## config.mk

```make
export PLATFORM = sky130hd
export DESIGN_NAME = mips_mc_ctrl
export DESIGN_NICKNAME = d
export VERILOG_FILES = /design/src/rtl/mips_mc_pkg.sv /design/src/rtl/mips_mc_ctrl_alu_dec_ext.sv /design/src/rtl/mips_mc_ctrl.sv
export SDC_FILE = /design/constraint.sdc
export NUM_CORES = 1
export LEC_CHECK = 0
export BUFFER_PORTS_ARGS = -buffer_cell sky130_fd_sc_hd__buf_2
export CORE_MARGIN = 5
export CORE_UTILIZATION = 40
export CTS_BUF_LIST = sky130_fd_sc_hd__clkbuf_2
export DETAILED_ROUTE_END_ITERATION = 7
export GPL_TIMING_DRIVEN = 0
export PLACE_DENSITY_LB_ADDON = 0.12
export SLEW_MARGIN = 20
export SYNTH_ARGS = -nofsm -noshare
export SYNTH_HDL_FRONTEND = slang
export SYNTH_SLANG_ARGS = --single-unit
```

## constraint.sdc

```tcl
create_clock -name clk -period 2.3 [get_ports clk]
set_input_delay 0.345 -clock clk [delete_from_list [all_inputs] [get_ports clk]]
set_output_delay 0.345 -clock clk [all_outputs]
set_load 0.01 [all_outputs]
```

## src/rtl/mips_mc_pkg.sv

```systemverilog
// Shared encodings for the multicycle MIPS control unit: states, opcodes, select codes
// and the per-state control word.
package mips_mc_pkg;

    typedef enum logic [3:0] {
        StFetch   = 4'd0,
        StDecode  = 4'd1,
        StMemAdr  = 4'd2,
        StMemRd   = 4'd3,
        StMemWb   = 4'd4,
        StMemWr   = 4'd5,
        StRtypeEx = 4'd6,
        StRtypeWb = 4'd7,
        StBrEx    = 4'd8,
        StImmEx   = 4'd9,
        StImmWb   = 4'd10,
        StJEx     = 4'd11,
        StJalEx   = 4'd12,
        StJrEx    = 4'd13,
        StError   = 4'd14
    } state_t;

    localparam logic [5:0] OpLw    = 6'b100011;
    localparam logic [5:0] OpSw    = 6'b101011;
    localparam logic [5:0] OpRtype = 6'b000000;
    localparam logic [5:0] OpBeq   = 6'b000100;
    localparam logic [5:0] OpBne   = 6'b000101;
    localparam logic [5:0] OpAddi  = 6'b001000;
    localparam logic [5:0] OpAndi  = 6'b001100;
    localparam logic [5:0] OpOri   = 6'b001101;
    localparam logic [5:0] OpSlti  = 6'b001010;
    localparam logic [5:0] OpJ     = 6'b000010;
    localparam logic [5:0] OpJal   = 6'b000011;

    localparam logic [5:0] FnAdd = 6'h20;
    localparam logic [5:0] FnSub = 6'h22;
    localparam logic [5:0] FnAnd = 6'h24;
    localparam logic [5:0] FnOr  = 6'h25;
    localparam logic [5:0] FnSlt = 6'h2A;
    localparam logic [5:0] FnJr  = 6'h08;

    localparam logic [2:0] AluAdd = 3'b010;
    localparam logic [2:0] AluSub = 3'b110;
    localparam logic [2:0] AluAnd = 3'b000;
    localparam logic [2:0] AluOr  = 3'b001;
    localparam logic [2:0] AluSlt = 3'b111;

    localparam logic [1:0] AluOpAdd   = 2'b00;
    localparam logic [1:0] AluOpSub   = 2'b01;
    localparam logic [1:0] AluOpFunct = 2'b10;
    localparam logic [1:0] AluOpImm   = 2'b11;

    localparam logic [1:0] RegDstRt  = 2'b00;
    localparam logic [1:0] RegDstRd  = 2'b01;
    localparam logic [1:0] RegDstRa  = 2'b10;

    localparam logic [1:0] ToRegAlu  = 2'b00;
    localparam logic [1:0] ToRegMem  = 2'b01;
    localparam logic [1:0] ToRegPc   = 2'b10;

    localparam logic [1:0] SrcBReg   = 2'b00;
    localparam logic [1:0] SrcBFour  = 2'b01;
    localparam logic [1:0] SrcBImm   = 2'b10;
    localparam logic [1:0] SrcBImmSh = 2'b11;

    localparam logic [1:0] PcSrcAlu  = 2'b00;
    localparam logic [1:0] PcSrcOut  = 2'b01;
    localparam logic [1:0] PcSrcJump = 2'b10;
    localparam logic [1:0] PcSrcReg  = 2'b11;

    // *_rdy enables only fire when memready is also high; branch is qualified by zero.
    typedef struct packed {
        logic       memreq;
        logic       pcwrite;
        logic       pcwrite_rdy;
        logic       branch;
        logic       irwrite_rdy;
        logic       memwrite_rdy;
        logic       regwrite;
        logic       alusrca;
        logic       iord;
        logic [1:0] regdst;
        logic [1:0] memtoreg;
        logic [1:0] alusrcb;
        logic [1:0] pcsrc;
        logic [1:0] aluop;
    } ctrl_t;

    function automatic ctrl_t ctrl_word(state_t s);
        ctrl_t c;
        c = '0;
        case (s)
            StFetch: begin
                c.memreq      = 1'b1;
                c.pcwrite_rdy = 1'b1;
                c.irwrite_rdy = 1'b1;
                c.alusrcb     = SrcBFour;
                c.pcsrc       = PcSrcAlu;
                c.aluop       = AluOpAdd;
            end
            StDecode: c.alusrcb = SrcBImmSh;
            StMemAdr: begin
                c.alusrca = 1'b1;
                c.alusrcb = SrcBImm;
            end
            StMemRd: begin
                c.memreq = 1'b1;
                c.iord   = 1'b1;
            end
            StMemWb: begin
                c.regwrite = 1'b1;
                c.regdst   = RegDstRt;
                c.memtoreg = ToRegMem;
            end
            StMemWr: begin
                c.memreq       = 1'b1;
                c.iord         = 1'b1;
                c.memwrite_rdy = 1'b1;
            end
            StRtypeEx: begin
                c.alusrca = 1'b1;
                c.alusrcb = SrcBReg;
                c.aluop   = AluOpFunct;
            end
            StRtypeWb: begin
                c.regwrite = 1'b1;
                c.regdst   = RegDstRd;
                c.memtoreg = ToRegAlu;
            end
            StBrEx: begin
                c.alusrca = 1'b1;
                c.alusrcb = SrcBReg;
                c.aluop   = AluOpSub;
                c.pcsrc   = PcSrcOut;
                c.branch  = 1'b1;
            end
            StImmEx: begin
                c.alusrca = 1'b1;
                c.alusrcb = SrcBImm;
                c.aluop   = AluOpImm;
            end
            StImmWb: begin
                c.regwrite = 1'b1;
                c.regdst   = RegDstRt;
                c.memtoreg = ToRegAlu;
            end
            StJEx: begin
                c.pcsrc   = PcSrcJump;
                c.pcwrite = 1'b1;
            end
            StJalEx: begin
                c.pcsrc    = PcSrcJump;
                c.pcwrite  = 1'b1;
                c.regwrite = 1'b1;
                c.regdst   = RegDstRa;
                c.memtoreg = ToRegPc;
            end
            StJrEx: begin
                c.pcsrc   = PcSrcReg;
                c.pcwrite = 1'b1;
            end
            default: c = '0;
        endcase
        return c;
    endfunction

    function automatic logic funct_is_alu(logic [5:0] f);
        return (f == FnAdd) || (f == FnSub) || (f == FnAnd) || (f == FnOr) || (f == FnSlt);
    endfunction

endpackage

```

## src/rtl/mips_mc_ctrl_alu_dec_ext.sv

```systemverilog
// ALU control decoder: maps the main FSM's aluop class plus op/funct to an alucontrol code.
module alu_dec_ext
    import mips_mc_pkg::*;
(
    input  logic [1:0] aluop,
    input  logic [5:0] op,
    input  logic [5:0] funct,
    output logic [2:0] alucontrol
);

    always_comb begin
        alucontrol = AluAdd;
        case (aluop)
            AluOpAdd: alucontrol = AluAdd;
            AluOpSub: alucontrol = AluSub;
            AluOpFunct: begin
                case (funct)
                    FnAdd:   alucontrol = AluAdd;
                    FnSub:   alucontrol = AluSub;
                    FnAnd:   alucontrol = AluAnd;
                    FnOr:    alucontrol = AluOr;
                    FnSlt:   alucontrol = AluSlt;
                    default: alucontrol = AluAdd;
                endcase
            end
            default: begin
                case (op)
                    OpAndi:  alucontrol = AluAnd;
                    OpOri:   alucontrol = AluOr;
                    OpSlti:  alucontrol = AluSlt;
                    default: alucontrol = AluAdd;
                endcase
            end
        endcase
    end

endmodule

```

## src/rtl/mips_mc_ctrl.sv

```systemverilog
// Multicycle MIPS control FSM with memory wait states, bus timeout and a sticky error state.
module mips_mc_ctrl
    import mips_mc_pkg::*;
#(
    parameter int unsigned TIMEOUT = 15,
    parameter bit          EXT_EN  = 1'b1
) (
    input  logic       clk,
    input  logic       reset,
    input  logic [5:0] op,
    input  logic [5:0] funct,
    input  logic       zero,
    input  logic       memready,
    output logic       memreq,
    output logic       pcen,
    output logic       memwrite,
    output logic       irwrite,
    output logic       regwrite,
    output logic       alusrca,
    output logic       iord,
    output logic       immzext,
    output logic [1:0] regdst,
    output logic [1:0] memtoreg,
    output logic [1:0] alusrcb,
    output logic [1:0] pcsrc,
    output logic [2:0] alucontrol,
    output logic       error,
    output logic [3:0] state
);

    localparam int unsigned CntW = (TIMEOUT > 0) ? $clog2(TIMEOUT + 1) : 1;

    state_t          state_q, state_d;
    logic [CntW-1:0] cnt_q, cnt_d;
    logic            zext_q;
    logic            zext_dec;
    logic            timed_out;
    ctrl_t           cw;

    assign cw       = ctrl_word(state_q);
    assign zext_dec = EXT_EN && ((op == OpAndi) || (op == OpOri));

    // A ready in the same cycle the limit is reached still completes the access.
    assign timed_out = cw.memreq && (TIMEOUT != 0) && (cnt_q == CntW'(TIMEOUT)) && !memready;

    always_comb begin
        state_d = state_q;
        case (state_q)
            StFetch: if (memready) state_d = StDecode;
            StDecode: begin
                state_d = StError;
                case (op)
                    OpLw, OpSw: state_d = StMemAdr;
                    OpRtype:    state_d = (EXT_EN && funct == FnJr) ? StJrEx : StRtypeEx;
                    OpBeq:      state_d = StBrEx;
                    OpBne:      if (EXT_EN) state_d = StBrEx;
                    OpAddi:     state_d = StImmEx;
                    OpAndi, OpOri, OpSlti: if (EXT_EN) state_d = StImmEx;
                    OpJ:        state_d = StJEx;
                    OpJal:      if (EXT_EN) state_d = StJalEx;
                    default:    state_d = StError;
                endcase
            end
            StMemAdr:  state_d = (op == OpSw) ? StMemWr : StMemRd;
            StMemRd:   if (memready) state_d = StMemWb;
            StMemWr:   if (memready) state_d = StFetch;
            StRtypeEx: state_d = funct_is_alu(funct) ? StRtypeWb : StError;
            StImmEx:   state_d = StImmWb;
            StMemWb, StRtypeWb, StBrEx, StImmWb, StJEx, StJalEx, StJrEx: state_d = StFetch;
            StError:   state_d = StError;
            default:   state_d = StError;
        endcase
        if (timed_out) state_d = StError;
    end

    // Wait counter restarts on any state change or completed access.
    always_comb begin
        cnt_d = '0;
        if (cw.memreq && !memready && (state_d == state_q) && (cnt_q != '1)) begin
            cnt_d = cnt_q + CntW'(1);
        end
    end

    always_ff @(posedge clk or posedge reset) begin
        if (reset) begin
            state_q <= StFetch;
            cnt_q   <= '0;
            zext_q  <= 1'b0;
        end else begin
            state_q <= state_d;
            cnt_q   <= cnt_d;
            if (state_q == StImmEx) zext_q <= zext_dec;
        end
    end

    alu_dec_ext u_alu_dec (
        .aluop      (cw.aluop),
        .op         (op),
        .funct      (funct),
        .alucontrol (alucontrol)
    );

    // Write enables and memreq are gated by reset so an aborted instruction commits nothing.
    always_comb begin
        memreq   = cw.memreq & ~reset;
        pcen     = (cw.pcwrite | (cw.pcwrite_rdy & memready)
                    | (cw.branch & (zero ^ (op == OpBne)))) & ~reset;
        irwrite  = cw.irwrite_rdy & memready & ~reset;
        memwrite = cw.memwrite_rdy & memready & ~reset;
        regwrite = cw.regwrite & ~reset;
        alusrca  = cw.alusrca;
        iord     = cw.iord;
        regdst   = cw.regdst;
        memtoreg = cw.memtoreg;
        alusrcb  = cw.alusrcb;
        pcsrc    = cw.pcsrc;
        immzext  = 1'b0;
        if (state_q == StImmEx) immzext = zext_dec;
        else if (state_q == StImmWb) immzext = zext_q;
        error    = (state_q == StError);
    end

    assign state = state_q;

endmodule

```

==> impl_metrics.json, run 1 <==
{
  "outcome": "complete, no violations",
  "drt.antenna.violating_nets": 0,
  "pwr_density_cell_nw_per_um2": 925.7,
  "grt_setup_unrepaired": "yes",
  "p_leak_nw": 0.6416,
  "dp_hpwl_mm": 2.596,
  "grt_max_degree": 12,
  "synth_common_cells": "nor2_1, dfrtp_1",
  "yosys.area.top_type": "dfrtp_1",
  "seq_area_um2": 226.5,
  "antenna_cells": 0,
  "yosys-top-cells-area": "dfrtp_1, nor2_1, nand2b_1",
  "grt_first_pass_wirelength_mm": 5.395,
  "clockRootBuffer": "clkbuf_2",
  "path_buf_inv": 3,
  "h-tree-depth": 1,
  "synth-main-ff-cell": "dfrtp_1",
  "skew_ns": 0.0004283,
  "post_cts_buffers": 0,
  "cap_violations": 0,
  "hold_violations": 0,
  "fin_crit_ns": 2.154,
  "syn-num-nets": 166,
  "synth-edff-count": 0,
  "crit_arrival_ns": 1.81,
  "fmax_ghz": 0.4642,
  "slowest_delay_ns": 0.43,
  "gp_congestion": 0.9252,
  "grt_usage_pct": 16.11,
  "tightest_slew_ns": 0.4494,
  "initial_core_util_pct": 41.61,
  "fin_nets": 208,
  "grt_pass1_vias": 1210,
  "cp_max_fo": 10,
  "post_drt_via_cell_ratio": 5.882,
  "crit_required_ns": 1.96,
  "final.setup.tns_ns": 0,
  "grt-ovfl-total": 0,
  "drive_gt1_share_pct": 34.21,
  "seq_area_frac_synth_pct": 19.63,
  "wirelength_mm": 3.270,
  "syn_area_um2": 1147,
  "cts_tree": "built",
  "endpoint_kind": "primary output",
  "clkLatencyLatePin_ns": 0.24,
  "ir_worst_vdd_mv": 0.5766,
  "startpoint": "state[0]$_DFF_PP0_",
  "die-area_um2": 4039,
  "cpMostUsedCell": "buf_2",
  "vias": 1300,
  "path_class": "reg -> out",
  "fin_total_pwr_mw": 1.301,
  "drc": 0,
  "fp-row-count": 19,
  "critPathTopFamily": "buffers and inverters",
  "port_buffers": 37,
  "final.fill_count": 286,
  "drt_iter0_drc": 61,
  "synthArstFlopShare_pct": 100.0,
  "crit_chain": "buf_6 -> buf_2 -> nor4b_2 -> a211oi_1 -> a221oi_1 -> buf_2",
  "maxSlewHeadroom_pct": 70.04,
  "syn_to_final_growth_pct": 22.46,
  "core_area_um2": 2758,
  "syn_inst": 149,
  "synthDominantCellAreaShare_pct": 19.63,
  "synth_area_per_cell_um2": 7.700,
  "crit_path_top_delay_cell": "dfrtp_1",
  "die_w_um": 63.56,
  "antenna_found_initial": 0,
  "critPathLaunchType": "flop",
  "clock_path_buffers": 2,
  "clkTransAtPathRegs_ns": 0.09,
  "r2r-start": "state[0]$_DFF_PP0_",
  "holdCritPathClass": "in -> async",
  "setup-violations-final": 0,
  "avgRoutedWirePerCell_um": 14.80,
  "multi_input_comb_area_um2": 854.6,
  "cts.sinks": 9,
  "cts_inserted_buffers": 3,
  "ys_warn_count": 0,
  "ios": 40,
  "fp.dieH_um": 63.56,
  "synth.ff_latch_count": 9,
  "fin_crit_sh_pct": 93.67,
  "yosysMostFrequentCell": "nor2_1",
  "detail_route.first_pass.iterations": 4,
  "maxSlewViolCount": 0,
  "synthDistinctLibCells": 56
}
-- cells in the final DEF, fill, tap and decap left out, types with 3 or more instances in the layout --
master	n
buf_2	42
nor2_1	17
nand2_1	8
nor3_1	8
a21oi_1	8
o21ai_0	8
dfrtp_1	8
nand2b_1	7
clkbuf_2	6
and3_1	6
inv_1	5
nor2b_1	3
nor3b_1	3
nand4_1	3
or4_1	3
-- logic make-up (layout without fill, tap and decap cells) --
kind of cell	after synthesis	in the layout	share of synthesized area, %
AND/OR/NAND/NOR	81	81	44.71
AO/OA/AOI/OAI	36	36	22.79
buffers and inverters	16	57	6.652
flip-flops	9	9	19.63
XOR/XNOR	3	3	2.290
multiplexers	3	3	2.835
adder cells (fa/ha/maj)	1	1	1.090
-- worst register-to-register path: cells and delay by family, from the launching register on --
kind | cells | cell delay, ns
flops | 1 | 0.43
compound gates | 1 | 0.35
simple gates | 3 | 0.67
buf+inv | 1 | 0.16
-- flip-flops by register name, indices dropped and copies added (netlist names) --
| name | count |
|---|---|
| cnt_q | 4 |
| state | 4 |
| zext_q | 1 |
-- stage by stage --
step	hold slack, ns	setup slack (ns)	instances	instance area [um^2]	util [%]
floorplan	0.1868	0.3679	149	1147	-
global placement	0.3670	0.2486	217	1371	49.73
detailed placement	0.3716	0.2300	217	1371	49.73
CTS	0.08722	0.01396	221	1393	50.50
global route	0.08383	-0.0008182	221	1405	50.95
finish	0.09100	0.1457	221	1405	50.95
-- power breakdown --
| part | internal, mW | switching [mW] | total, mW |
|---|---|---|---|
| combinational | 0.403 | 0.528 | 0.932 |
| clock | 0.0462 | 0.0540 | 0.100 |
| sequential | 0.203 | 0.0652 | 0.269 |
-- layout make-up --
type | instances | area share (%)
tap | 31 | 2.760
buffer | 11 | 4.363
inverter | 5 | 1.336
timing repair buffer | 37 | 13.18
sequential | 9 | 16.12
multi-input combinational | 124 | 60.82
clock buffer | 4 | 1.425
-- metal layers --
layer,track usage [%],up-vias,wire length (um)
met3,3.197,4,174
li1,-,643,-
met5,0,-,0
met4,3.896,0,27
met1,23.01,610,1546
met2,24.62,43,1521
-- worst paths after layout --
path,end,slack (ns),depth (start not counted)
setup / recovery,pcen,0.15,6
hold / removal,state[1]$_DFF_PP0_,0.09,2
setup reg to reg,cnt_q[3]$_DFF_PP0_,0.62,5
hold reg to reg,cnt_q[0]$_DFF_PP0_,0.48,1
max in group asynchronous,state[2]$_DFF_PP0_,1.91,2
min in group clk,cnt_q[0]$_DFF_PP0_,0.48,1
-- what timing repair did --
action / CTS / global route
pin swaps: 0 / 0
hold buffers: 0 / 0
gates resized for setup: 1 / 7
setup endpoints to repair: 3 / 8
cloned: 0 / 0
Power figures use the tool's default switching activity.
==> run 2: changes to the inputs <==
--- a/config.mk
+++ b/config.mk
@@ -11,6 +11,7 @@
 export CTS_BUF_LIST = sky130_fd_sc_hd__clkbuf_2
 export DETAILED_ROUTE_END_ITERATION = 7
 export GPL_TIMING_DRIVEN = 0
+export MAX_ROUTING_LAYER = met4
 export PLACE_DENSITY_LB_ADDON = 0.12
 export SLEW_MARGIN = 20
 export SYNTH_ARGS = -nofsm -noshare
==> impl_metrics.json, run 2 (synthesis results as in run 1) <==
{
  "pwr_density_cell_nw_per_um2": 925.7,
  "crit_arrival_ns": 1.81,
  "avgRoutedWirePerCell_um": 14.80,
  "drt_iter0_drc": 60,
  "multi_input_comb_area_um2": 854.6,
  "fin_crit_ns": 2.154,
  "cts_tree": "built",
  "post_dp_cell_area_um2": 1371,
  "postLayoutCellArea_um2": 1405,
  "worstRegToRegCells": 5,
  "dp_hpwl_mm": 2.596,
  "skew_ns": 0.0004283,
  "dp_slack_ns": 0.2300,
  "maxSlewHeadroom_pct": 70.04,
  "fin_ws_ns": 0.1457,
  "seq_area_um2": 226.5,
  "drt.antenna.violating_nets": 0,
  "wirelength_mm": 3.270,
  "ctsHoldBuffers": 0,
  "cts_inserted_buffers": 3,
  "post_cts_buffers": 0,
  "syn_to_final_growth_pct": 22.46,
  "final.setup.tns_ns": 0,
  "path_class": "reg -> out",
  "maxSlewViolCount": 0,
  "p_leak_nw": 0.6416,
  "die-area_um2": 4039,
  "tightest_slew_ns": 0.4494,
  "die_w_um": 63.56,
  "critPathLaunchType": "flop",
  "antenna_cells": 0,
  "fmax_ghz": 0.4642,
  "h-tree-depth": 1,
  "drc": 0,
  "grt_pass1_vias": 1205,
  "gp_congestion": 0.9415,
  "post_drt_via_cell_ratio": 5.882,
  "hold_violations": 0,
  "fp.dieH_um": 63.56,
  "fin_nets": 208,
  "outcome": "complete, no violations",
  "detail_route.first_pass.iterations": 5,
  "grt_usage_pct": 16.54,
  "grt_first_pass_wirelength_mm": 5.402,
  "clkLatencyLatePin_ns": 0.24,
  "grt-ovfl-total": 0,
  "ir_worst_vdd_mv": 0.5766,
  "ios": 40,
  "final.fill_count": 286,
  "holdCritPathClass": "in -> async",
  "grt_max_degree": 12,
  "antenna_found_initial": 0,
  "setup-violations-final": 0,
  "clockRootBuffer": "clkbuf_2",
  "startpoint": "state[0]$_DFF_PP0_",
  "fp-row-count": 19,
  "fin_crit_sh_pct": 93.67,
  "cap_violations": 0,
  "layout_common_cells": "buf_2, nor2_1",
  "core_area_um2": 2758,
  "layout_commonest_cell": "buf_2",
  "initial_core_util_pct": 41.61,
  "port_buffers": 37,
  "rr_endpoint": "cnt_q[3]$_DFF_PP0_",
  "crit_path_end": "pcen",
  "cp_max_fo": 10,
  "fin_total_pwr_mw": 1.301,
  "grt_setup_unrepaired": "yes",
  "r2r-start": "state[0]$_DFF_PP0_",
  "clkTransAtPathRegs_ns": 0.09,
  "drive_gt1_share_pct": 34.21,
  "clock_path_buffers": 2,
  "r2r_slack_ns": 0.62,
  "vias": 1300,
  "endpoint_kind": "primary output",
  "crit_required_ns": 1.96,
  "cts.sinks": 9
}
[run 2: cell counts in the layout (fill, tap and decap cells not counted)]
Identical to the previous run, type by type.
[run 2: worst min-delay path by stage]
stage,endpoint,cells past startpoint,startpoint
after floorplan,cnt_q[0]$_DFF_PP0_,1,reset
after global placement,state[0]$_DFF_PP0_,2,reset
after detailed placement,state[1]$_DFF_PP0_,2,reset
after CTS,state[1]$_DFF_PP0_,2,reset
after global routing,state[1]$_DFF_PP0_,2,reset
final,state[1]$_DFF_PP0_,2,reset
[run 2: per-stage QoR]
stage / cells / util, % / hold slack (ns)
global route: 221 / 50.95 / 0.08383
floorplan: 149 / - / 0.1868
global placement: 217 / 49.73 / 0.3670
CTS: 221 / 50.50 / 0.08722
detailed placement: 217 / 49.73 / 0.3716
finish: 221 / 50.95 / 0.09101
[run 2: critical path, stage by stage, from the launching register on]
cell      delay (ns)
dfrtp_1         0.43
buf_6           0.16
buf_2           0.18
nor4b_2         0.28
a211oi_1        0.08
a221oi_1        0.26
buf_2           0.18
[run 2: layout make-up]
type / instances / area share, %
Multi-Input combinational cell: 124 / 60.82
Clock buffer: 4 / 1.425
Tap cell: 31 / 2.760
Sequential cell: 9 / 16.12
Timing Repair Buffer: 37 / 13.18
Inverter: 5 / 1.336
Buffer: 11 / 4.363
[run 2: per-layer routing]
metal,part of all wire (%),GRT usage [%],wire [um],vias to the layer above
li1,-,-,-,643
met1,47,23.01,1546,610
met2,47,24.62,1521,43
met3,5.3,3.197,174,4
met4,0.83,3.896,27,0
met5,0,-,0,-
[run 2: what timing repair did]
item                                   4_1_cts  5_1_grt
setup endpoints to repair                    3        8
endpoints found under the hold margin        0        0
resized for setup                            1        7
[run 2: power by group]
part           leakage [nW]  internal [mW]  total, mW  switching (mW)
combinational         0.507          0.403      0.932           0.528
clock                0.0166         0.0462      0.100          0.0540
sequential            0.118          0.203      0.269          0.0652
==> run 3: changes to the inputs <==
--- a/config.mk
+++ b/config.mk
@@ -12,7 +12,7 @@
 export DETAILED_ROUTE_END_ITERATION = 7
 export GPL_TIMING_DRIVEN = 0
 export MAX_ROUTING_LAYER = met4
-export PLACE_DENSITY_LB_ADDON = 0.12
+export PLACE_DENSITY = 0.68
 export SLEW_MARGIN = 20
 export SYNTH_ARGS = -nofsm -noshare
 export SYNTH_HDL_FRONTEND = slang
==> impl_metrics.json, run 3 (synthesis results as in run 1) <==
{
  "seq_area_um2": 226.5,
  "outcome": "complete, no violations",
  "final_cells": 226,
  "r2r_slack_ns": 0.52,
  "layout_commonest_cell": "buf_2",
  "final.fill_count": 284,
  "syn_to_final_growth_pct": 26.28,
  "skew_ns": 0.01589,
  "grt_first_pass_wirelength_mm": 5.609,
  "ctsHoldBuffers": 0,
  "h-tree-depth": 1,
  "switching_share_pct": 49.32,
  "grt-ovfl-total": 0,
  "cap_violations": 0,
  "dp_hpwl_mm": 2.712,
  "drt.antenna.violating_nets": 0,
  "gp_congestion": 0.8780,
  "fin_crit_ns": 2.172,
  "p_leak_nw": 0.6702,
  "antenna_found_initial": 0,
  "clkTransAtPathRegs_ns": 0.11,
  "grt_use_met1_pct": 21.09,
  "holdWs_ns": 0.08617,
  "post_dp_cell_area_um2": 1371,
  "fin_total_pwr_mw": 1.370,
  "die-area_um2": 4039,
  "holdCritPathClass": "in -> async",
  "maxSlewHeadroom_pct": 67.15,
  "fin_nets": 213,
  "core_area_um2": 2758,
  "grt_max_degree": 20,
  "pwr_density_cell_nw_per_um2": 945.5,
  "layout_common_cells": "buf_2, nor2_1",
  "clkPwrFrac_pct": 7.7,
  "drc": 0,
  "port_buffers": 37,
  "fmax_ghz": 0.4603,
  "endpoint_kind": "primary output",
  "setup-violations-final": 0,
  "drive_gt1_share_pct": 35.90,
  "cts.sinks": 9,
  "grt_pass1_vias": 1259,
  "critPathLaunchType": "flop",
  "ir_worst_vdd_mv": 0.5942,
  "drt_iter0_drc": 77,
  "intPower_uw": 694.4,
  "multi_input_comb_area_um2": 852.1,
  "antenna_cells": 0,
  "final.setup.tns_ns": 0,
  "grt_setup_unrepaired": "no",
  "hold_violations": 0,
  "clkLatencyLatePin_ns": 0.26,
  "wirelength_mm": 3.514,
  "tightest_slew_ns": 0.4927,
  "rr_endpoint": "cnt_q[0]$_DFF_PP0_",
  "netSwitchingPower_uw": 675.6,
  "ios": 40,
  "detail_route.first_pass.iterations": 4,
  "die_w_um": 63.56,
  "path_class": "reg -> out",
  "initial_core_util_pct": 41.61,
  "cts_inserted_buffers": 3,
  "pwr-share-comb_pct": 72.6,
  "clock_path_buffers": 2,
  "grt_usage_pct": 17.23,
  "fin_crit_sh_pct": 94.45,
  "use_met2_pct": 28.68,
  "cts_tree": "built",
  "placed_cells": 217,
  "fp.dieH_um": 63.56,
  "use_met3_pct": 4.085,
  "fp-row-count": 19,
  "vias": 1353,
  "avgRoutedWirePerCell_um": 15.55,
  "crit_required_ns": 1.96,
  "post_drt_via_cell_ratio": 5.987,
  "maxSlewViolCount": 0,
  "cp_max_fo": 19,
  "pwr-share-seq_pct": 19.7,
  "clockRootBuffer": "clkbuf_2",
  "postLayoutCellArea_um2": 1449,
  "r2r-start": "state[2]$_DFF_PP0_",
  "gr-max-usage-layer": "met2",
  "crit_arrival_ns": 1.83,
  "worstRegToRegCells": 5
}
run 3: cell count changes in the layout (fill, tap and decap cells not counted), sizes merged:
cell,delta
buf,+5
run 3: final cells by class:
| class | instances | area share, % |
|---|---|---|
| Inverter | 5 | 1.295 |
| Tap cell | 31 | 2.677 |
| Buffer | 9 | 3.800 |
| Timing Repair Buffer | 44 | 16.41 |
| Clock buffer | 4 | 1.382 |
| Sequential cell | 9 | 15.63 |
| Multi-Input combinational cell | 124 | 58.81 |
run 3: stage by stage:
stage | util (%) | worst slack [ns]
after floorplan | - | 0.3679
final | 52.54 | 0.1277
after detailed placement | 49.73 | 0.2080
after CTS | 50.23 | 0.02353
after global routing | 52.54 | 0.01236
after global placement | 49.73 | 0.2608
run 3: per-layer routing:
metal	part of all wire, %	routed length [um]	vias up
met2	49	1723	49
met5	0	0	-
li1	-	-	656
met4	0	0	0
met1	45	1589	648
met3	5.7	201	0
run 3: how the worst max path moves through the flow:
| stage | slack (ns) | from | end | cells past startpoint |
|---|---|---|---|---|
| global route | 0.01 | state[0]$_DFF_PP0_ | alucontrol[0] | 6 |
| CTS | 0.02 | state[1]$_DFF_PP0_ | regwrite | 5 |
| detailed placement | 0.21 | state[2]$_DFF_PP0_ | pcen | 5 |
| global placement | 0.26 | state[2]$_DFF_PP0_ | pcsrc[1] | 5 |
| finish | 0.13 | state[0]$_DFF_PP0_ | alucontrol[0] | 6 |
| floorplan | 0.37 | state[2]$_DFF_PP0_ | regdst[1] | 5 |
run 3: power groups by stage:
stage | clock (mW) | sequential, mW | combinational, mW
floorplan | 0 | 0.270 | 0.640
global placement | 0 | 0.269 | 0.906
detailed placement | 0 | 0.273 | 0.923
CTS | 0.111 | 0.281 | 0.904
global route | 0.115 | 0.276 | 1.09
finish | 0.106 | 0.270 | 0.994
run 3: critical path, stage by stage, from the launching register on:
cell and delay (ns):
dfrtp_1 0.44, buf_6 0.18, nor2b_1 0.35, and3_1 0.28, inv_1 0.05, o32ai_1 0.09
buf_2 0.17
run 3: repair_timing:
item | in CTS | in global routing
endpoints found under the setup margin | 4 | 4
pin swaps | 0 | 0
gates resized for setup | 1 | 5
gates cloned | 0 | 0
setup buffers | 0 | 7
